--- src/rtl/ulauc_arbiter_if.sv ---
// Bundle of requester and mantissa-ALU signals shared by ulauc_arbiter and its environment.
// slave = arbiter side, master = requesters plus ALU.
interface ulauc_arbiter_if #(
  parameter int WIDTH = 23
) ();
  logic             req0, req1;
  logic             mul0, mul1;
  logic [WIDTH-1:0] a0, b0, a1, b1;
  logic             ack0, ack1;
  logic [WIDTH-1:0] res;
  logic             carry, err, busy;
  logic             alu_start, alu_mul;
  logic [WIDTH-1:0] alu_a, alu_b;
  logic [WIDTH-1:0] alu_dout;
  logic             alu_c_out, alu_finish;

  modport slave (
    input  req0, req1, mul0, mul1, a0, b0, a1, b1,
    input  alu_dout, alu_c_out, alu_finish,
    output ack0, ack1, res, carry, err, busy,
    output alu_start, alu_mul, alu_a, alu_b
  );

  modport master (
    output req0, req1, mul0, mul1, a0, b0, a1, b1,
    output alu_dout, alu_c_out, alu_finish,
    input  ack0, ack1, res, carry, err, busy,
    input  alu_start, alu_mul, alu_a, alu_b
  );
endinterface

--- src/rtl/ulauc_arbiter.sv ---
// Round-robin arbiter/sequencer sharing one mantissa ALU between two requesters.
// Optional WAIT watchdog enabled by defining ULAUC_ARB_TIMEOUT_EN.
module ulauc_arbiter #(
  parameter int WIDTH          = 23,
  parameter int TIMEOUT_CYCLES = 64
) (
  input  logic clk,
  input  logic reset,
  ulauc_arbiter_if.slave bus
);

  typedef enum logic [1:0] {IDLE, START, WAIT, DONE} state_t;

  state_t           state_q;
  logic             ptr_q, owner_q, arm_q;
  logic             ack0_q, ack1_q, start_q, mul_q, carry_q, err_q;
  logic [WIDTH-1:0] a_q, b_q, res_q;
  logic             grant_any_d, grant_sel_d, wdog_hit_d;

  if (TIMEOUT_CYCLES < 1) begin : g_bad_cfg
    $error("ulauc_arbiter: TIMEOUT_CYCLES must be at least 1");
  end

  always_comb begin
    grant_any_d = bus.req0 | bus.req1;
    grant_sel_d = (bus.req0 && bus.req1) ? ptr_q : bus.req1;
  end

`ifdef ULAUC_ARB_TIMEOUT_EN
  localparam int CNT_W = $clog2(TIMEOUT_CYCLES + 1);
  logic [CNT_W-1:0] wdog_q;

  assign wdog_hit_d = (state_q == WAIT) && (wdog_q == CNT_W'(TIMEOUT_CYCLES - 1));

  always_ff @(posedge clk or posedge reset) begin
    if (reset) begin
      wdog_q <= '0;
    end else if (state_q == START) begin
      wdog_q <= '0;
    end else if (state_q == WAIT && !wdog_hit_d) begin
      wdog_q <= wdog_q + CNT_W'(1);
    end
  end
`else
  assign wdog_hit_d = 1'b0;
`endif

  always_ff @(posedge clk or posedge reset) begin
    if (reset) begin
      state_q <= IDLE;
      ptr_q   <= 1'b0;
      owner_q <= 1'b0;
      arm_q   <= 1'b0;
      ack0_q  <= 1'b0;
      ack1_q  <= 1'b0;
      start_q <= 1'b0;
      mul_q   <= 1'b0;
      carry_q <= 1'b0;
      err_q   <= 1'b0;
      a_q     <= '0;
      b_q     <= '0;
      res_q   <= '0;
    end else begin
      ack0_q  <= 1'b0;
      ack1_q  <= 1'b0;
      start_q <= 1'b0;
      case (state_q)
        IDLE: begin
          if (grant_any_d) begin
            owner_q <= grant_sel_d;
            mul_q   <= grant_sel_d ? bus.mul1 : bus.mul0;
            a_q     <= grant_sel_d ? bus.a1 : bus.a0;
            b_q     <= grant_sel_d ? bus.b1 : bus.b0;
            start_q <= 1'b1;
            state_q <= START;
          end
        end
        START: begin
          arm_q   <= 1'b0;
          state_q <= WAIT;
        end
        WAIT: begin
          // A finish left high by the previous op only counts after it has been seen low.
          if (!bus.alu_finish) arm_q <= 1'b1;
          if (arm_q && bus.alu_finish) begin
            res_q   <= bus.alu_dout;
            carry_q <= bus.alu_c_out;
            err_q   <= 1'b0;
            ack0_q  <= ~owner_q;
            ack1_q  <= owner_q;
            state_q <= DONE;
          end else if (wdog_hit_d) begin
            res_q   <= '0;
            carry_q <= 1'b0;
            err_q   <= 1'b1;
            ack0_q  <= ~owner_q;
            ack1_q  <= owner_q;
            state_q <= DONE;
          end
        end
        DONE: begin
          ptr_q   <= ~owner_q;
          state_q <= IDLE;
        end
        default: state_q <= IDLE;
      endcase
    end
  end

  assign bus.ack0      = ack0_q;
  assign bus.ack1      = ack1_q;
  assign bus.res       = res_q;
  assign bus.carry     = carry_q;
  assign bus.err       = err_q;
  assign bus.busy      = (state_q != IDLE);
  assign bus.alu_start = start_q;
  assign bus.alu_mul   = mul_q;
  assign bus.alu_a     = a_q;
  assign bus.alu_b     = b_q;

endmodule

--- src/flat_wrapper.sv ---
// flat-port wrapper written by rule: the top's interface ports become plain ports
module ulauc_arbiter_flat 
#(
  parameter int WIDTH          = 23,
  parameter int TIMEOUT_CYCLES = 64
)
  (clk, reset, bus_req0, bus_req1, bus_mul0, bus_mul1, bus_a0, bus_b0, bus_a1, bus_b1, bus_alu_dout, bus_alu_c_out, bus_alu_finish, bus_ack0, bus_ack1, bus_res, bus_carry, bus_err, bus_busy, bus_alu_start, bus_alu_mul, bus_alu_a, bus_alu_b);
  ulauc_arbiter_if #(.WIDTH(WIDTH)) bus_i ();
  input  logic clk;
  input  logic reset;
  input wire logic [$bits(bus_i.req0)-1:0] bus_req0;
  input wire logic [$bits(bus_i.req1)-1:0] bus_req1;
  input wire logic [$bits(bus_i.mul0)-1:0] bus_mul0;
  input wire logic [$bits(bus_i.mul1)-1:0] bus_mul1;
  input wire logic [$bits(bus_i.a0)-1:0] bus_a0;
  input wire logic [$bits(bus_i.b0)-1:0] bus_b0;
  input wire logic [$bits(bus_i.a1)-1:0] bus_a1;
  input wire logic [$bits(bus_i.b1)-1:0] bus_b1;
  input wire logic [$bits(bus_i.alu_dout)-1:0] bus_alu_dout;
  input wire logic [$bits(bus_i.alu_c_out)-1:0] bus_alu_c_out;
  input wire logic [$bits(bus_i.alu_finish)-1:0] bus_alu_finish;
  output wire logic [$bits(bus_i.ack0)-1:0] bus_ack0;
  output wire logic [$bits(bus_i.ack1)-1:0] bus_ack1;
  output wire logic [$bits(bus_i.res)-1:0] bus_res;
  output wire logic [$bits(bus_i.carry)-1:0] bus_carry;
  output wire logic [$bits(bus_i.err)-1:0] bus_err;
  output wire logic [$bits(bus_i.busy)-1:0] bus_busy;
  output wire logic [$bits(bus_i.alu_start)-1:0] bus_alu_start;
  output wire logic [$bits(bus_i.alu_mul)-1:0] bus_alu_mul;
  output wire logic [$bits(bus_i.alu_a)-1:0] bus_alu_a;
  output wire logic [$bits(bus_i.alu_b)-1:0] bus_alu_b;
  assign bus_i.req0 = bus_req0;
  assign bus_i.req1 = bus_req1;
  assign bus_i.mul0 = bus_mul0;
  assign bus_i.mul1 = bus_mul1;
  assign bus_i.a0 = bus_a0;
  assign bus_i.b0 = bus_b0;
  assign bus_i.a1 = bus_a1;
  assign bus_i.b1 = bus_b1;
  assign bus_i.alu_dout = bus_alu_dout;
  assign bus_i.alu_c_out = bus_alu_c_out;
  assign bus_i.alu_finish = bus_alu_finish;
  assign bus_ack0 = bus_i.ack0;
  assign bus_ack1 = bus_i.ack1;
  assign bus_res = bus_i.res;
  assign bus_carry = bus_i.carry;
  assign bus_err = bus_i.err;
  assign bus_busy = bus_i.busy;
  assign bus_alu_start = bus_i.alu_start;
  assign bus_alu_mul = bus_i.alu_mul;
  assign bus_alu_a = bus_i.alu_a;
  assign bus_alu_b = bus_i.alu_b;
  ulauc_arbiter #(.WIDTH(WIDTH), .TIMEOUT_CYCLES(TIMEOUT_CYCLES)) u_core (.clk(clk), .reset(reset), .bus(bus_i));
endmodule
--- config.mk ---
export PLATFORM = sky130hd
export DESIGN_NAME = ulauc_arbiter_flat
export DESIGN_NICKNAME = d
export VERILOG_FILES = /design/src/rtl/ulauc_arbiter_if.sv /design/src/rtl/ulauc_arbiter.sv /design/src/flat_wrapper.sv
export SDC_FILE = /design/constraint.sdc
export NUM_CORES = 1
export LEC_CHECK = 0
export BUFFER_PORTS_ARGS = -buffer_cell sky130_fd_sc_hd__buf_2
export CAP_MARGIN = 20
export CORE_ASPECT_RATIO = 1.25
export CORE_MARGIN = 4
export CORE_UTILIZATION = 35
export CTS_BUF_LIST = sky130_fd_sc_hd__clkbuf_4 sky130_fd_sc_hd__clkbuf_8
export DETAILED_ROUTE_END_ITERATION = 8
export PLACE_DENSITY = 0.69
export SYNTH_ARGS = -nofsm -noshare
export SYNTH_HDL_FRONTEND = slang
export SYNTH_SLANG_ARGS = --single-unit
--- constraint.sdc ---
create_clock -name clk -period 2.65 [get_ports clk]
set_clock_uncertainty 0.15 [all_clocks]
set_input_delay 0.3975 -clock clk [delete_from_list [all_inputs] [get_ports clk]]
set_output_delay 0.3975 -clock clk [all_outputs]
set_load 0.03 [all_outputs]
==> results of run 1 <==
## worst min-delay path by stage
stage | from | to | slack, ns | cells past startpoint
3_3_place_gp | u_core.owner_q$_DFFE_PP0P_ | u_core.bus.ack0$_DFF_PP0_ | 0.30 | 1
4_1_cts | bus_alu_dout[11] | u_core.bus.res[11]$_DFFE_PP0P_ | 0.09 | 2
5_1_grt | bus_alu_dout[12] | u_core.bus.res[12]$_DFFE_PP0P_ | 0.1 | 2
3_5_place_dp | u_core.owner_q$_DFFE_PP0P_ | u_core.bus.ack0$_DFF_PP0_ | 0.30 | 1
6_report | bus_alu_dout[11] | u_core.bus.res[11]$_DFFE_PP0P_ | 0.12 | 2
2_1_floorplan | u_core.owner_q$_DFFE_PP0P_ | u_core.bus.ack0$_DFF_PP0_ | 0.28 | 1
## cells by family (layout without fill, tap and decap cells)
group                    count (synthesis)  in the layout  share of synthesized area
multiplexers                            25             25                     0.0948
adder cells (fa/ha/maj)                  5              5                     0.0170
other                                    1              1                    0.00102
flip-flops                              79             79                      0.537
buffers and inverters                   42            231                     0.0676
AO/OA/AOI/OAI                          101            101                      0.156
AND/OR/NAND/NOR                        102            102                      0.126
## sequential cells by signal, indices dropped and copies added, names as in the netlist
name,count
u_core.owner_q,1
u_core.bus.alu_mul,1
u_core.bus.alu_a,23
u_core.arm_q,1
u_core.bus.carry,1
u_core.bus.ack0,1
u_core.bus.alu_b,23
u_core.bus.ack1,1
u_core.bus.res,23
u_core.ptr_q,1
u_core.state_q,2
u_core.bus.alu_start,1
## through the flow
| stage | utilization | total power [uW] | hold WS [ns] |
|---|---|---|---|
| after global placement | 0.460 | 5330 | 0.303 |
| after global routing | 0.479 | 6610 | 0.0976 |
| after floorplan | - | 4520 | 0.276 |
| final | 0.479 | 6200 | 0.120 |
| after CTS | 0.479 | 6270 | 0.0938 |
| after detailed placement | 0.460 | 5430 | 0.304 |
## critical path: stages, from the launching register on
cell     delay (ns)
dfrtp_1        0.42
inv_1          0.12
ha_1           0.27
nand3_4        0.40
mux2_4         0.44
## layout make-up
| class | instances | share of cell area |
|---|---|---|
| Clock buffer | 9 | 0.0253 |
| Clock inverter | 7 | 0.0118 |
| Inverter | 8 | 0.00640 |
| Multi-Input combinational cell | 234 | 0.299 |
| Sequential cell | 79 | 0.405 |
| Tap cell | 129 | 0.0330 |
| Timing Repair Buffer | 207 | 0.220 |
## layer usage
| layer | up-vias | wire [um] |
|---|---|---|
| li1 | 1626 | - |
| met1 | 1599 | 4250 |
| met2 | 122 | 5590 |
| met3 | 15 | 626 |
| met4 | 0 | 198 |
| met5 | - | 0 |
## power breakdown
part	internal [uW]	switching (uW)	total (uW)
clock	349	477	827
sequential	1800	332	2140
combinational	1100	2130	3230
total	3250	2940	6200
## cell usage in the layout, fill, tap and decap left out, types with 2 or more instances in the layout
cell          n
buf_4         8
o21ai_0      26
nand3_1      47
mux2_2        7
nor2_1       50
a31oi_1      47
ha_1          5
inv_6         2
clkinv_4      2
a21oi_1       4
inv_1         7
buf_2       197
mux2_4       18
o21ai_1      21
dfrtp_1      79
clkbuf_8      9
clkinvlp_4    3
==> results.cfg, run 1 <==
[cells_and_area]
syn_to_final_growth_pct = 32.7
fillers = 1003
regArea_sq_um = 1980
final_cell_area_sq_um = 4890
instances_no_fill = 673
antenna_cells = 0
nets = 667
drive_gt1_frac = 0.461
multi_input_comb_area_sq_um = 1460

[routing]
antenna_left = 0
vias_per_cell = 5.00
drc = 0
routed-via-count = 3362
wl_per_cell_um = 15.8
drt-initial-drc-count = 133
firstDrtPassIters = 5
wl_mm = 10.7

[worst_setup_path]
cp-start-kind = flip-flop
reg2regPathDepth = 4
reg2reg_slack_ns = 0.72
endpoint = u_core.bus.res[17]$_DFFE_PP0P_
rr_startpoint = u_core.state_q[0]$_DFFE_PP0P_
crit_fanout = 26
critical_path_class = reg2reg
setup.worst_path.start = u_core.state_q[0]$_DFFE_PP0P_
critPathArrivalTime_ns = 2.02
cp-end-kind = flip-flop
critPathRequiredTime_ns = 2.74
r2r-end = u_core.bus.res[17]$_DFFE_PP0P_

[global_route]
grt_start_max_net_pins = 57
grt_busiest_layer = met2
track_usage = 0.174
grt.overflow.total = 0
antenna_found_initial = 0
grt_pass1_wl_mm = 16.8
use_met1 = 0.214
use_met3 = 0.0301
grt_pass1_vias = 3414
grt.met2_usage = 0.300

[logic_synthesis]
synth_edf_count = 0
async_flop_share = 1.00
synth.largest_area_cell = dfrtp_1
synthTopCellsByArea = dfrtp_1 (54%), a31oi_1 (8.0%), mux2_4 (7.3%)
syn_nets = 483
synth_seq_area_share = 0.537
yosys_warnings = 0
synth_cell_types = 24
synthMostInstantiatedCell = dfrtp_1
synth-seq-cells = 79
yosys_most_used_dff = dfrtp_1
synthTopCellsByCount = dfrtp_1 (79), nor2_1 (50), a31oi_1 (47), nand3_1 (47), o21ai_0 (26)
synth_area_per_cell_sq_um = 10.4
synth_top_area_frac = 0.537
synthCells = 355
syn_area_sq_um = 3680

[clock_tree]
hold_buffers = 1
cts_buffer_depth = 2
cts_tree = done
insertion_delay_ns = 0.35
clkTransAtPathRegs_ns = 0.09
post_cts_resized = 0
htree_levels = 3
numCtsBuffers = 9
clock_sinks = 79
postCtsSetupRepairBufs = 0
cts_root_buf = clkbuf_8

[timing]
fin_setup_tns_ns = 0
slew-limit-headroom = 0.620
fmax_ghz = 0.519
setup_violations = 0
slew_violations = 0
timing.final.ws_setup_ns = 0.724
period_share = 0.727
rsz0062_at_grt = no
min_period_ns = 1.93
tightest_slew_ns = 0.571
hold_viol = 0

[placement]
routabilityCongestion = 0.843
dp.cells = 656
dp_hpwl_mm = 7.85
dp_slack_ns = 0.727
io_buffers = 197
place_area_sq_um = 4700

[status]
run_status = finished, final reports clean

[power_and_ir_drop]
leakage_uw = 0.00240
pwr_density_cell_nw_per_um2 = 1270
peakVddDrop_uv = 423

[die]
die_x_um = 99.7
initial_core_util = 0.361
fp.dieH_um = 123
die-area_sq_um = 12200
rows = 41
core_area_sq_um = 10200
ios = 199

[run]
drv_cap = 0

[hold_path]
hp-class = in2reg
Power figures use the tool's default switching activity.
==> run 2: changes to the inputs <==
Settings changed: ABC_AREA from default to 1, PLACE_DENSITY 0.69 to 0.67.
Clock period 2.65 ns to 1.59 ns, I/O delays scaled along.
==> results.cfg, run 2 <==
[status]
run_status = finished, final reports clean

[hold_path]
hp-class = in2reg

[global_route]
track_usage = 0.181
grt_pass1_vias = 4134
antenna_found_initial = 1
grt_pass1_wl_mm = 19.4
grt.overflow.total = 0
grt_start_max_net_pins = 80

[logic_synthesis]
synthTopCellsByArea = dfrtp_1 (49%), nand2_1 (19%), nand3_1 (15%)
synth_edf_count = 0
syn_nets = 681
synthMostInstantiatedCell = nand2_1
synthTopCellsByCount = nand2_1 (200), nand3_1 (120), inv_1 (102)
synth.largest_area_cell = dfrtp_1
syn_area_sq_um = 4010
synthCells = 553
synth-seq-cells = 79
async_flop_share = 1.00
synth_cell_types = 16
synth_seq_area_share = 0.493
yosys_most_used_dff = dfrtp_1
yosys_warnings = 0
synth_area_per_cell_sq_um = 7.25
synth_top_area_frac = 0.493

[timing]
setup_violations = 0
rsz0062_at_grt = yes
slew_violations = 0
fin_setup_tns_ns = 0
hold_viol = 0
period_share = 0.971
fmax_ghz = 0.648
min_period_ns = 1.54

[worst_setup_path]
r2r-end = u_core.bus.alu_a[3]$_DFFE_PP0P_
critPathRequiredTime_ns = 1.20
rr_startpoint = u_core.state_q[0]$_DFFE_PP0P_
slowest_delay_ns = 0.39
crit_family = flip-flops
endpoint = bus_busy
critical_path_class = reg2out
cp_num_cells = 4
reg2reg_slack_ns = 0.07
setup.worst_path.start = u_core.state_q[0]$_DFFE_PP0P_
crit_buf_inv = 3
crit_top_cell = inv_2
cp-start-kind = flip-flop
cp-end-kind = output pin
crit_fanout = 3
critPathArrivalTime_ns = 1.16
reg2regPathDepth = 8
slowest_stage = dfrtp_1
crit_chain = inv_2, ha_4, inv_2, buf_6

[die]
initial_core_util = 0.360
core_area_sq_um = 11100
rows = 43
die_x_um = 104
ios = 199
die-area_sq_um = 13200
fp.dieH_um = 128

[routing]
drt-initial-drc-count = 165
vias_per_cell = 4.55
antenna_left = 0
firstDrtPassIters = 4
drc = 0
routed-via-count = 4150
wl_per_cell_um = 13.1
wl_mm = 12.0

[clock_tree]
clock_sinks = 79
clkTransAtPathRegs_ns = 0.08
numCtsBuffers = 9
cts_tree = done
cts_root_buf = clkbuf_8
insertion_delay_ns = 0.35
cts_buffer_depth = 2
htree_levels = 3

[placement]
dp_hpwl_mm = 8.39
io_buffers = 197
routabilityCongestion = 0.825

[power_and_ir_drop]
leakage_uw = 0.00356
pwr_density_cell_nw_per_um2 = 1910
peakVddDrop_uv = 657
p_total_uw = 11000

[cells_and_area]
antenna_cells = 0
mostFrequentLayoutCells = nand2_1 (198), buf_2 (196), nand3_1 (120), inv_1 (98), dfrtp_1 (79)
layout_commonest_cell = nand2_1
drive_gt1_frac = 0.314
nets = 900
syn_to_final_growth_pct = 43.3

[run]
drv_cap = 0
-- run 2: final cells by class --
class	instances	area, sq um
fill	1073	5400
timing repair buffer	241	1460
inverter	105	398
clock inverter	5	80.1
clock buffer	11	151
multi-input combinational	336	1500
sequential	79	1980
tap	135	169
-- run 2: metal layers --
metal | track usage | vias up | wire [um]
met1 | 0.200 | 1865 | 4600
met3 | 0.0389 | 37 | 710
met5 | 0 | - | 13
met2 | 0.321 | 152 | 6140
li1 | - | 2094 | -
met4 | 0.106 | 2 | 486
-- run 2: cells by family (layout without fill, tap and decap cells) --
logic type | Yosys count | count (layout) | share of synthesized area
and+or+nand+nor | 325 | 325 | 0.342
buffers and inverters | 138 | 362 | 0.141
DFF | 79 | 79 | 0.493
adders and majority gates | 5 | 5 | 0.0156
AOI/OAI and AO/OA | 5 | 5 | 0.00718
other | 1 | 1 | 0.000936
-- run 2: what timing repair did --
item                                   CTS  global route
endpoints found under the hold margin  103             0
hold buffers                            25             0
pin swaps                                1             1
buffers inserted                         6             0
cloned                                   0             0
setup endpoints to repair                2            29
gates resized for setup                  6             4
-- run 2: worst min path at each step --
stage                      from                               end  slack, ns  depth (start not counted)
2_1_floorplan  bus_alu_dout[17]    u_core.bus.res[17]$_DFFE_PP0P_       0.23                          2
3_3_place_gp              reset         u_core.bus.ack1$_DFF_PP0_       0.24                          3
3_5_place_dp              reset         u_core.bus.ack1$_DFF_PP0_       0.24                          3
4_1_cts          bus_alu_finish          u_core.arm_q$_DFFE_PP0P_      0.008                          4
5_1_grt              bus_a0[13]  u_core.bus.alu_a[13]$_DFFE_PP0P_       0.04                          5
6_report         bus_alu_finish          u_core.arm_q$_DFFE_PP0P_       0.03                          4
-- run 2: report_power, final --
part	internal, uW	leakage, uW	switching, uW
Combinational	1850	0.00247	3920
Clock	967	0.000112	725
Sequential	2970	0.000981	539
-- run 2: stage by stage --
| step | setup slack (ns) | utilization | hold WS, ns | cell area, sq um | std cells |
|---|---|---|---|---|---|
| floorplan | 0.0807 | - | 0.233 | 4010 | 553 |
| global placement | 0.0842 | 0.465 | 0.238 | 5180 | 865 |
| detailed placement | 0.0262 | 0.465 | 0.244 | 5180 | 865 |
| CTS | 0.00616 | 0.514 | 0.00822 | 5730 | 912 |
| global route | -0.00968 | 0.516 | 0.0408 | 5740 | 912 |
| finish | 0.0462 | 0.516 | 0.0307 | 5740 | 912 |
-- run 2: worst reg2reg max path, stage by stage, from the launching register on --
cell	delay, ns
dfrtp_1	0.39
inv_2	0.10
ha_4	0.15
buf_4	0.12
o21ai_4	0.06
inv_2	0.12
buf_4	0.19
nand3_1	0.10
nand2_1	0.08
==> run 3: changes to the inputs <==
Settings changed: ABC_AREA 1 to default, PLACE_DENSITY 0.67 to 0.69.
==> results.cfg, run 3 (synthesis results as in run 1) <==
[routing]
antenna_left = 0
wl_mm = 11.6
vias_per_cell = 5.05
routed-via-count = 3709
wl_per_cell_um = 15.8
firstDrtPassIters = 4
drc = 0
drt-initial-drc-count = 98

[cells_and_area]
fillers = 895
antenna_cells = 0
layout_commonest_cell = buf_2
syn_to_final_growth_pct = 53.1
mostFrequentLayoutCells = buf_2 (196), dfrtp_1 (79), dlygate4sd3_1 (54), nor2_1 (50)
nets = 729
final_cell_area_sq_um = 5640
drive_gt1_frac = 0.436

[global_route]
track_usage = 0.188
grt.overflow.total = 0
grt_pass1_vias = 3862
grt_start_max_net_pins = 80
antenna_found_initial = 0
grt_pass1_wl_mm = 18.3

[clock_tree]
numCtsBuffers = 9
clkTransAtPathRegs_ns = 0.08
htree_levels = 3
cts_tree = done
cts_buffer_depth = 2
insertion_delay_ns = 0.34
cts_root_buf = clkbuf_8
clock_sinks = 79

[status]
violations = setup timing
run_status = finished with violations

[hold_path]
hp-class = in2reg

[timing]
fin_setup_tns_ns = -0.0422
min_period_ns = 1.60
rsz0062_at_grt = yes
timing.final.ws_setup_ns = -0.00946
fmax_ghz = 0.625
setup_violations = 8
period_share = 1.01
slew_violations = 0
hold_viol = 0

[power_and_ir_drop]
leakage_uw = 0.00272
peakVddDrop_uv = 843
pwr_density_cell_nw_per_um2 = 1960

[die]
rows = 41
initial_core_util = 0.361
die_x_um = 99.7
die-area_sq_um = 12200
fp.dieH_um = 123
ios = 199
core_area_sq_um = 10200

[worst_setup_path]
critPathRequiredTime_ns = 1.67
critical_path_class = reg2reg
crit_chain = buf_4, ha_2, nand3_4, buf_12, mux2_2
slowest_delay_ns = 0.38
cp-end-kind = flip-flop
critPathArrivalTime_ns = 1.68
slowest_stage = dfrtp_1
crit_fanout = 14
cp-start-kind = flip-flop

[placement]
dp_hpwl_mm = 7.73
place_area_sq_um = 4830
io_buffers = 197
routabilityCongestion = 0.773
dp_slack_ns = -0.0782

[run]
drv_cap = 0
-- run 3: timing repair --
| action | 4_1_cts | 5_1_grt |
|---|---|---|
| endpoints found under the setup margin | 13 | 47 |
| hold buffers | 54 | 0 |
| resized for setup | 6 | 3 |
| hold endpoints to repair | 124 | 0 |
| buffers inserted | 2 | 0 |
| pin swaps | 0 | 0 |
-- run 3: critical path: cells and delay by family (launching register included) --
family | cells | cell delay (ns)
adder cells (fa/ha/maj) | 1 | 0.21
buffers and inverters | 2 | 0.31
flip-flops | 1 | 0.38
multiplexers | 1 | 0.34
AND/OR/NAND/NOR | 1 | 0.10
-- run 3: report_power, final --
| part | total, uW | switching [uW] | internal, uW | leakage, uW |
|---|---|---|---|---|
| logic | 5830 | 3680 | 2150 | 0.00169 |
| registers | 3560 | 549 | 3010 | 0.000914 |
| clock network | 1650 | 692 | 955 | 0.000110 |
-- run 3: routing by layer --
layer,GRT usage,vias to the layer above,part of all wire
li1,-,1747,-
met1,0.214,1759,0.38
met2,0.332,169,0.53
met3,0.0318,34,0.062
met4,0.103,0,0.030
met5,0,-,0
-- run 3: cell type report --
type / instances / area [sq um] / share of cell area
clock buffers: 12 / 153 / 0.0271
well taps: 129 / 161 / 0.0286
repair buffers: 269 / 1760 / 0.313
flip-flops and latches: 79 / 1980 / 0.351
inverters: 8 / 33.8 / 0.00599
clock inverters: 3 / 67.6 / 0.0120
multi-input cells: 234 / 1480 / 0.263
-- run 3: path summary, 6_finish.rpt --
kind                                                from                          endpoint  slack [ns]  cells past startpoint
setup / recovery           u_core.state_q[1]$_DFFE_PP0P_    u_core.bus.res[12]$_DFFE_PP0P_      -0.009                      5
hold / removal                                bus_a0[12]  u_core.bus.alu_a[12]$_DFFE_PP0P_        0.02                      3
setup reg to reg           u_core.state_q[1]$_DFFE_PP0P_    u_core.bus.res[12]$_DFFE_PP0P_      -0.009                      5
hold reg to reg               u_core.owner_q$_DFFE_PP0P_         u_core.bus.ack0$_DFF_PP0_        0.31                      1
max in group asynchronous                          reset  u_core.bus.alu_a[12]$_DFFE_PP0P_        0.56                      4
min in group asynchronous                          reset     u_core.bus.res[6]$_DFFE_PP0P_        0.41                      4
-- run 3: per-stage QoR --
step	hold WS, ns	total power [uW]	cells	utilization
5_1_grt	0.00407	11700	734	0.552
3_5_place_dp	0.244	9210	663	0.473
6_report	0.0210	11000	734	0.552
2_1_floorplan	0.178	7540	355	-
4_1_cts	0.000154	11100	734	0.551
3_3_place_gp	0.236	9070	663	0.473
